`src/rtl/kuuga_bram_master_if.sv`:
```
// Core-side request/response port of the BRAM master bridge.
// The core drives requests and consumes responses through the master modport.
interface kuuga_bram_master_if;
   logic        req_i;
   logic        gnt_o;
   logic [31:0] addr_i;
   logic        we_i;
   logic [3:0]  be_i;
   logic [31:0] wdata_i;
   logic        rvalid_o;
   logic        rready_i;
   logic [31:0] rdata_o;
   logic        err_o;

   modport master (
      output req_i, addr_i, we_i, be_i, wdata_i, rready_i,
      input  gnt_o, rvalid_o, rdata_o, err_o
   );

   modport slave (
      input  req_i, addr_i, we_i, be_i, wdata_i, rready_i,
      output gnt_o, rvalid_o, rdata_o, err_o
   );
endinterface

```
`src/rtl/kuuga_bram_master.sv`:
```
// Bridge from a req/gnt/rvalid core port to one single-port BRAM.
// Tracks the fixed read latency and returns in-order responses via a FIFO.
module kuuga_bram_master #(
   parameter int unsigned READ_LATENCY = 2,
   parameter int unsigned ADDR_WIDTH   = 16,
   parameter logic [31:0] BASE_ADDR    = 32'h0000_0000,
   parameter int unsigned FIFO_DEPTH   = 4
) (
   input  logic                  clk,
   input  logic                  reset,
   kuuga_bram_master_if.slave    bus,
   output logic [15:0]           err_count_o,
   output logic                  bram_clk_o,
   output logic                  bram_rst_o,
   output logic                  bram_en_o,
   output logic [3:0]            bram_we_o,
   output logic [ADDR_WIDTH-1:0] bram_addr_o,
   output logic [31:0]           bram_wrdata_o,
   input  logic [31:0]           bram_rddata_i
);

   localparam int PW = (FIFO_DEPTH > 1) ? $clog2(FIFO_DEPTH) : 1;
   localparam int CW = $clog2(FIFO_DEPTH + READ_LATENCY + 1);

   logic                    in_range;
   logic                    accept;
   logic [READ_LATENCY-1:0] pv;
   logic [READ_LATENCY-1:0] pw;
   logic [READ_LATENCY-1:0] pe;
   logic [31:0]             fifo_data [FIFO_DEPTH];
   logic                    fifo_err  [FIFO_DEPTH];
   logic [PW-1:0]           wr_ptr;
   logic [PW-1:0]           rd_ptr;
   logic [CW-1:0]           count;
   logic [CW-1:0]           inflight;
   logic                    push;
   logic                    pop;
   logic [31:0]             push_data;

   assign bram_clk_o = clk;
   assign bram_rst_o = reset;

   assign in_range = bus.addr_i[31:ADDR_WIDTH] == BASE_ADDR[31:ADDR_WIDTH];

   // Credit check uses registered occupancy only, so no path from rready_i.
   always_comb begin
      inflight = '0;
      for (int i = 0; i < READ_LATENCY; i++)
         inflight = inflight + CW'(pv[i]);
   end

   assign bus.gnt_o = !reset && ((inflight + count) < CW'(FIFO_DEPTH));
   assign accept    = bus.req_i && bus.gnt_o;

   assign bram_en_o     = accept && in_range;
   assign bram_we_o     = (accept && in_range && bus.we_i) ? bus.be_i : 4'b0;
   assign bram_addr_o   = bus.addr_i[ADDR_WIDTH-1:0];
   assign bram_wrdata_o = bus.wdata_i;

   assign push      = pv[READ_LATENCY-1];
   assign pop       = (count != '0) && bus.rready_i;
   assign push_data = (pw[READ_LATENCY-1] || pe[READ_LATENCY-1]) ?
                      32'h0 : bram_rddata_i;

   assign bus.rvalid_o = count != '0;
   assign bus.rdata_o  = bus.rvalid_o ? fifo_data[rd_ptr] : 32'h0;
   assign bus.err_o    = bus.rvalid_o ? fifo_err[rd_ptr] : 1'b0;

   // Latency pipeline, FIFO pointers/occupancy and error counter.
   always_ff @(posedge clk) begin
      if (reset) begin
         pv          <= '0;
         pw          <= '0;
         pe          <= '0;
         wr_ptr      <= '0;
         rd_ptr      <= '0;
         count       <= '0;
         err_count_o <= '0;
      end else begin
         pv[0] <= accept;
         pw[0] <= bus.we_i;
         pe[0] <= !in_range;
         for (int i = 1; i < READ_LATENCY; i++) begin
            pv[i] <= pv[i-1];
            pw[i] <= pw[i-1];
            pe[i] <= pe[i-1];
         end
         if (push)
            wr_ptr <= (wr_ptr == PW'(FIFO_DEPTH - 1)) ? '0 : wr_ptr + PW'(1);
         if (pop)
            rd_ptr <= (rd_ptr == PW'(FIFO_DEPTH - 1)) ? '0 : rd_ptr + PW'(1);
         if (push && !pop)
            count <= count + CW'(1);
         else if (pop && !push)
            count <= count - CW'(1);
         if (accept && !in_range && err_count_o != 16'hFFFF)
            err_count_o <= err_count_o + 16'd1;
      end
   end

   // Response storage; contents are masked by the empty flag on output.
   always_ff @(posedge clk) begin
      if (push) begin
         fifo_data[wr_ptr] <= push_data;
         fifo_err[wr_ptr]  <= pe[READ_LATENCY-1];
      end
   end

endmodule

```
`src/flat_wrapper.sv`:
```
// flat-port wrapper written by rule: the top's interface ports become plain ports
module kuuga_bram_master_flat 
#(
   parameter int unsigned READ_LATENCY = 2,
   parameter int unsigned ADDR_WIDTH   = 16,
   parameter logic [31:0] BASE_ADDR    = 32'h0000_0000,
   parameter int unsigned FIFO_DEPTH   = 4
)
  (clk, reset, err_count_o, bram_clk_o, bram_rst_o, bram_en_o, bram_we_o, bram_addr_o, bram_wrdata_o, bram_rddata_i, bus_req_i, bus_addr_i, bus_we_i, bus_be_i, bus_wdata_i, bus_rready_i, bus_gnt_o, bus_rvalid_o, bus_rdata_o, bus_err_o);
  kuuga_bram_master_if bus_i ();
  input  logic clk;
  input  logic reset;
  output logic [15:0] err_count_o;
  output logic bram_clk_o;
  output logic bram_rst_o;
  output logic bram_en_o;
  output logic [3:0] bram_we_o;
  output logic [ADDR_WIDTH-1:0] bram_addr_o;
  output logic [31:0] bram_wrdata_o;
  input  logic [31:0] bram_rddata_i;
  input wire logic [$bits(bus_i.req_i)-1:0] bus_req_i;
  input wire logic [$bits(bus_i.addr_i)-1:0] bus_addr_i;
  input wire logic [$bits(bus_i.we_i)-1:0] bus_we_i;
  input wire logic [$bits(bus_i.be_i)-1:0] bus_be_i;
  input wire logic [$bits(bus_i.wdata_i)-1:0] bus_wdata_i;
  input wire logic [$bits(bus_i.rready_i)-1:0] bus_rready_i;
  output wire logic [$bits(bus_i.gnt_o)-1:0] bus_gnt_o;
  output wire logic [$bits(bus_i.rvalid_o)-1:0] bus_rvalid_o;
  output wire logic [$bits(bus_i.rdata_o)-1:0] bus_rdata_o;
  output wire logic [$bits(bus_i.err_o)-1:0] bus_err_o;
  assign bus_i.req_i = bus_req_i;
  assign bus_i.addr_i = bus_addr_i;
  assign bus_i.we_i = bus_we_i;
  assign bus_i.be_i = bus_be_i;
  assign bus_i.wdata_i = bus_wdata_i;
  assign bus_i.rready_i = bus_rready_i;
  assign bus_gnt_o = bus_i.gnt_o;
  assign bus_rvalid_o = bus_i.rvalid_o;
  assign bus_rdata_o = bus_i.rdata_o;
  assign bus_err_o = bus_i.err_o;
  kuuga_bram_master #(.READ_LATENCY(READ_LATENCY), .ADDR_WIDTH(ADDR_WIDTH), .BASE_ADDR(BASE_ADDR), .FIFO_DEPTH(FIFO_DEPTH)) u_core (.clk(clk), .reset(reset), .bus(bus_i), .err_count_o(err_count_o), .bram_clk_o(bram_clk_o), .bram_rst_o(bram_rst_o), .bram_en_o(bram_en_o), .bram_we_o(bram_we_o), .bram_addr_o(bram_addr_o), .bram_wrdata_o(bram_wrdata_o), .bram_rddata_i(bram_rddata_i));
endmodule
```
`config.mk`:
```
export PLATFORM = sky130hd
export DESIGN_NAME = kuuga_bram_master_flat
export DESIGN_NICKNAME = d
export VERILOG_FILES = /design/src/rtl/kuuga_bram_master_if.sv /design/src/rtl/kuuga_bram_master.sv /design/src/flat_wrapper.sv
export SDC_FILE = /design/constraint.sdc
export NUM_CORES = 1
export LEC_CHECK = 0
export ABC_CLOCK_PERIOD_IN_PS = 5800
export CORE_UTILIZATION = 50
export CTS_CLUSTER_DIAMETER = 50
export DETAILED_ROUTE_END_ITERATION = 10
export GPL_ROUTABILITY_DRIVEN = 0
export PLACE_DENSITY = 0.84
export SETUP_SLACK_MARGIN = 0.1
export SYNTH_ARGS = -nofsm -noshare
export SYNTH_HDL_FRONTEND = slang
export SYNTH_SLANG_ARGS = --single-unit
```
`constraint.sdc`:
```
create_clock -name clk -period 5.8 [get_ports clk]
set_clock_uncertainty 0.15 [all_clocks]
set_input_delay 1.16 -clock clk [delete_from_list [all_inputs] [get_ports clk]]
set_output_delay 1.16 -clock clk [all_outputs]
set_load 0.01 [all_outputs]
```
==> metrics.md, run 1 <==
| Metric | Value |
|---|---|
| Setup ws final | 873 ps |
| CTS tree | built |
| Hold_sp | u_core.pw[0]$_SDFF_PP0_ |
| Mapped Area | 7070 µm² |
| Reg2Reg Setup Slack | 2840 ps |
| Routed Antenna Nets | 0 |
| Status | finished clean |
| Port Buf Inserts | 114 |
| Worst-Skew Late Latency | 530 ps |
| Largest net degree at the start of global routing | 34 |
| Mapped Nets | 582 |
| Main combinational cell family by area after synthesis | simple AND/OR/NAND/NOR gates |
| Compound-Gate Fraction of Synth Area | 2.25% |
| Simple-Gate Fraction of Synth Area | 12.2% |
| Initial core utilization | 51.1% |
| Hpwl dp | 8070 µm |
| Share of the synthesized area in the top cell type | 56.1% |
| Die ar. | 14600 µm² |
| Setup CP Type | clock port to output pin |
| Actual slew at the worst max-slew pin | 936 ps |
| Worst-path clk slew | 60 ps |
| Ant. Diodes | 0 |
| Vias post-DR | 3928 |
| PwrDens | 404 nW/µm² |
| Via-per-instance ratio | 5.37 |
| RSZ-0062 raised after global routing | no |
| Worst slack, placed | 990 ps |
| Synth warn | 0 |
| Die W | 121 µm |
| Initial DRC count | 321 |
| Routed wire length per instance | 18.0 µm |
| Setup crit end kind | output pin |
| Seq cells post-synth | 163 |
| Sequential area share after synthesis | 64.9% |
| Layout cell share with drive strength beyond 1 | 13.2% |
| Number of max-cap violations | 0 |
| Area growth syn-to-layout | 22.4% |
| Core area | 13800 µm² |
| Die Y | 121 µm |
| # IOs | 211 |
| Adder-Cell Fraction of Synth Area | 1.88% |
| Slew Limit Fails | 0 |
| First-pass GRT wire length | 20900 µm |
| Vias in the first global route | 4065 |
| Non-filler cells, final | 731 |
| Final hold slack | 298 ps |
| Gr ovfl total | 0 |
| VDD IR max | 0.192 mV |
| Worst R2R End | u_core.count[2]$_SDFFE_PP0P_ |
| Crit path DAT | 3620 ps |
| Worst Hold Path Cells | 1 |
| Yosys cell types | 33 |
| Cell row count | 43 |
| # DRC | 0 |
| Dpl cell area | 8020 µm² |
| Max-slew headroom | 37.6% |
| Cell count after synthesis | 467 |
| Startpoint type of the worst setup path | clock port |
| Drt first pass iters | 5 |
| Placed cell count | 696 |
| CTS resizes | 0 |
| Synth Area in XOR/XNOR | 0.868% |
| Critical path required time | 4490 ps |
| Nets@finish | 653 |
| Cell taking the most area after synthesis | edfxtp_1 |
| Setup Buffers After CTS | 0 |
| Setup-failing EPs final | 0 |
| Pleak | 2.84 nW |
| Max Fanout on Critical Path | 2 |
| Synth top area cells | edfxtp_1, mux4_2, dfxtp_1 |
| Fin. Hold Viols | 0 |
| Initial antenna violation count | 0 |
| Final Power | 3.49 mW |
| Cts-stage hold buffer count | 0 |
| Post-synthesis area per instance | 15.1 µm² |
| Global-route usage over all layers | 19.4% |
| Post-Route Setup TNS | 0 ps |
| Fill cells | 993 |
| Post-layout util | 62.5% |
| Post-synthesis mux area share | 11.2% |
| FF-to-FF path depth | 9 |
| Worst min path class | flop to flop |
| Reg-to-Reg Start | u_core.count[2]$_SDFFE_PP0P_ |
| Worst hold endpoint | u_core.pw[1]$_SDFF_PP0_ |
| Routed wire length | 13100 µm |
| Fin area | 8650 µm² |
| Commonest non-fill, non-tap cells in the layout | edfxtp_1, clkdlybuf4s50_1, and2_1 |
| Most common cell after layout, fill and taps aside | edfxtp_1 |
[where the power goes]
group	leakage, nW	switching (mW)	internal [mW]
Clock	0.290	0.442	0.726
Sequential	1.46	0.0679	1.32
Combinational	1.09	0.391	0.552
Total	2.84	0.900	2.59
[cells in the mapped netlist]
cell type,count
a211oi_1,1
a21oi_1,12
a311o_1,1
a31oi_4,1
and2_1,69
and3_1,6
and4_1,3
buf_1,1
buf_2,4
buf_4,50
clkbuf_1,14
dfxtp_1,31
edfxtp_1,132
fa_1,1
ha_1,9
inv_1,6
mux2i_1,5
mux4_2,33
nand2_1,8
nand2b_1,1
nand3_1,8
nand3_2,1
nand4_1,9
nor2_1,17
nor2b_1,5
nor3_1,4
nor4_1,4
o21ai_0,9
o31ai_1,2
or3_1,12
or4_1,1
xnor2_1,2
xor2_1,5
[cell families after synthesis]
group,count (synthesis)
mux,38
simple gates,148
xor+xnor,7
fa+ha+maj,10
buf+inv,75
flops,163
compound gates,26
[sequential cells by signal (all words and copies together) (netlist names), named ones only]
name and cells:
u_core.pe 2, u_core.wr_ptr 2, u_core.fifo_err 4, u_core.err_count_o 16, u_core.pv 2, u_core.fifo_data 128, u_core.count 3, u_core.pw 2
u_core.rd_ptr 2
[critical path, stage by stage]
cell             delay (ps)
clkbuf_16               120
clkbuf_16               130
clkdlybuf4s50_1         470
[metal layers]
layer	track usage (%)	up-vias	wire length (µm)	share of wire (%)
met2	31.6	136	6650	51
met4	10.6	0	338	2.6
met5	0	-	0	0
met3	5.31	41	715	5.4
li1	-	1831	-	-
met1	23.6	1920	5440	41
[cell type report]
class | instances | area, µm² | area share, %
clock buffer | 25 | 526 | 6.08
timing repair buffer | 117 | 1160 | 13.4
multi-input combinational | 229 | 2010 | 23.3
tap | 180 | 225 | 2.60
clock inverter | 11 | 113 | 1.30
sequential | 163 | 4590 | 53.0
inverter | 6 | 22.5 | 0.260
[worst max path at each step]
stage / start / cells past startpoint / endpoint
floorplan: clk / 1 / bram_clk_o
finish: clk / 3 / bram_clk_o
detailed placement: bus_addr_i[26] / 6 / bram_we_o[1]
CTS: clk / 3 / bram_clk_o
global route: bus_addr_i[17] / 6 / bram_we_o[2]
global placement: bus_addr_i[25] / 6 / bram_we_o[1]
No activity file was read; power rests on OpenSTA's default activity.
==> run 2, diff against run 1 <==
--- a/config.mk
+++ b/config.mk
@@ -5,12 +5,12 @@
 export SDC_FILE = /design/constraint.sdc
 export NUM_CORES = 1
 export LEC_CHECK = 0
-export ABC_CLOCK_PERIOD_IN_PS = 5800
-export CORE_UTILIZATION = 50
+export ABC_CLOCK_PERIOD_IN_PS = 4200
+export CORE_UTILIZATION = 43
 export CTS_CLUSTER_DIAMETER = 50
 export DETAILED_ROUTE_END_ITERATION = 10
 export GPL_ROUTABILITY_DRIVEN = 0
-export PLACE_DENSITY = 0.84
+export PLACE_DENSITY = 0.77
 export SETUP_SLACK_MARGIN = 0.1
 export SYNTH_ARGS = -nofsm -noshare
 export SYNTH_HDL_FRONTEND = slang
==> constraint.sdc (replaced) <==
create_clock -name clk -period 4.2 [get_ports clk]
set_clock_uncertainty 0.15 [all_clocks]
set_input_delay 0.84 -clock clk [delete_from_list [all_inputs] [get_ports clk]]
set_output_delay 0.84 -clock clk [all_outputs]
set_load 0.01 [all_outputs]
==> run 2 against run 1 <==
  * First-iteration DRC count is 27% lower
  * Design area up 0.52%
  * Clock-buffer cell count decreased by 1
  * Largest power group unchanged
  * Highest routed layer unchanged
==> metrics.md, run 2 (same netlist as run 1, synthesis figures left out) <==
| Metric | Value |
|---|---|
| Cts-stage hold buffer count | 0 (unchanged) |
| Max Fanout on Critical Path | 8 (+6) |
| F_max | 255 MHz |
| Origin of the worst setup path | u_core.pv[1]$_SDFF_PP0_ |
| Setup ws final | 276 ps (-597 ps) |
| Post-layout min period | 3920 ps |
| Sw Share | 26.2% (+0.41 points) |
| Die ar. | 16900 µm² (+16%) |
| Max-slew headroom | 25.8% (-12 points) |
| Post-layout util | 54.5% (-8.0 points) |
| Initial antenna violation count | 0 (unchanged) |
| RSZ-0062 raised after global routing | no |
| Routed wire length | 13600 µm (+3.5%) |
| Drt first pass iters | 4 (-1) |
| Global-route usage over all layers | 17.3% (-2.2 points) |
| Die Y | 130 µm (+7.7%) |
| Startpoint type of the worst setup path | flop |
| Via-per-instance ratio | 5.14 (-4.4%) |
| Post-Route Setup TNS | 0 ps (unchanged) |
| Die W | 130 µm (+7.7%) |
| Nets@finish | 653 (unchanged) |
| Seq pwr share | 40.0% (+0.4 points) |
| Final hold slack | 288 ps (-9.98 ps) |
| Number of max-cap violations | 0 (unchanged) |
| Non-filler cells, final | 767 (+4.9%) |
| Slowest-stage cell, CP | clkdlybuf4s50_1 |
| Vias in the first global route | 4155 (+2.2%) |
| Fin. Hold Viols | 0 (unchanged) |
| Initial core utilization | 44.3% (-6.8 points) |
| Hpwl dp | 8540 µm (+5.9%) |
| Combinational share of power | 27.6% (+0.6 points) |
| Crit path DAT | 2930 ps (-690 ps) |
| First-pass GRT wire length | 21100 µm (+0.86%) |
| Final Power | 4.77 mW (+36%) |
| Pint | 3.52 mW (+36%) |
| PwrDens | 548 nW/µm² (+36%) |
| VDD IR max | 0.305 mV (+59%) |
| Slew Limit Fails | 0 (unchanged) |
| Worst-Skew Late Latency | 530 ps (about the same) |
| Largest net degree at the start of global routing | 36 (+5.9%) |
| Routed Antenna Nets | 0 (unchanged) |
| Status | finished clean |
| Period Utilization, post-route | 93.4% |
| Seq. cell area | 4590 µm² (about the same) |
| Fill cells | 1304 (+31%) |
| Layout cell share with drive strength beyond 1 | 14.0% (+0.73 points) |
| Reg-to-Reg Start | u_core.count[0]$_SDFFE_PP0P_ |
| Setup crit end kind | output pin |
| Initial DRC count | 233 (-27%) |
| Vias post-DR | 3941 (+0.33%) |
| Worst min path class | flop to flop |
| Port Buf Inserts | 114 (unchanged) |
| Fin area | 8690 µm² (+0.52%) |
| Setup-failing EPs final | 0 (unchanged) |
| Routed wire length per instance | 17.7 µm (-1.4%) |
| Setup Buffers After CTS | 0 (unchanged) |
| # IOs | 211 (unchanged) |
| Max reg flops | 128 (unchanged) |
| Pleak | 2.84 nW (about the same) |
| CTS tree | built |
| Cell row count | 46 (+7.0%) |
| Actual slew at the worst max-slew pin | 1110 ps (+177 ps) |
| Sw Pwr | 1.25 mW (+39%) |
| # DRC | 0 (unchanged) |
| Core area | 15900 µm² (+15%) |
| Commonest non-fill, non-tap cells in the layout | edfxtp_1, clkdlybuf4s50_1, and2_1 |
| Critical path required time | 3210 ps (-1280 ps) |
| Clk pwr share | 32.4% (-1.0 points) |
| Placed cell count | 732 (+5.2%) |
| Top reg by flops | u_core.fifo_data |
| Gr ovfl total | 0 (unchanged) |
| Largest registers | u_core.fifo_data x128, u_core.err_count_o x16, u_core.fifo_err x4 |
| Ant. Diodes | 0 (unchanged) |
| Worst slack, placed | 241 ps (-749 ps) |
| Area growth syn-to-layout | 23.0% |
| Area taken by multi-input logic gates | 2030 µm² (+0.56%) |
| Setup CP Type | flop to output pin |
| Max stage delay on crit path | 540 ps (+70 ps) |
| CP Cell Sequence | ha_1 -> ha_1 -> a311o_1 -> and3_1 -> nor3_4 -> and3_1 -> clkdlybuf4s50_1 |
| Worst-path clk slew | 60 ps (about the same) |
| Most common cell after layout, fill and taps aside | edfxtp_1 |
| Dpl cell area | 8080 µm² (+0.72%) |
| Hold_sp | u_core.pe[0]$_SDFF_PP0_ |
## run 2: cell count changes in the layout (fill, tap and decap cells not counted), sizes merged
cell and delta:
bufinv -1, clkbuf -1, clkinv +2
## run 2: worst paths after layout
path,slack (ps),depth (start not counted),to
max,280,7,bram_we_o[3]
max reg2reg,1140,8,u_core.count[2]$_SDFFE_PP0P_
min reg2reg,290,1,u_core.pe[1]$_SDFF_PP0_
min,290,1,u_core.pe[1]$_SDFF_PP0_
## run 2: area by class of cell
cell class | instances | share of cell area, %
sequential | 163 | 52.8
multi-input combinational | 229 | 23.3
timing repair buffer | 117 | 13.5
clock buffer | 24 | 6.00
tap | 216 | 3.11
clock inverter | 12 | 1.05
inverter | 6 | 0.259
## run 2: worst max-delay path, delay by kind of cell (launching register included)
family	cells	cell delay, ps
compound gates	1	360
fa+ha+maj	2	470
simple gates	3	670
flops	1	360
buf+inv	1	540
## run 2: routing by layer
metal | track usage (%) | wire, µm
met3 | 5.37 | 783
met5 | 0 | 0
met1 | 20.4 | 5580
met2 | 28.7 | 6900
met4 | 8.48 | 340
## run 2: power groups by stage
stage | Clock [mW] | Sequential, mW | Combinational (mW)
2_1_floorplan | 0.0196 | 1.88 | 0.797
3_3_place_gp | 0.0242 | 1.94 | 1.31
3_5_place_dp | 0.0242 | 1.95 | 1.34
4_1_cts | 1.57 | 1.91 | 1.34
5_1_grt | 1.63 | 1.93 | 1.43
6_report | 1.54 | 1.91 | 1.31
## run 2: timing repair
item | 4_1_cts | 5_1_grt
gates resized for setup | 1 | 2
setup endpoints to repair | 4 | 4
pin swaps | 0 | 0
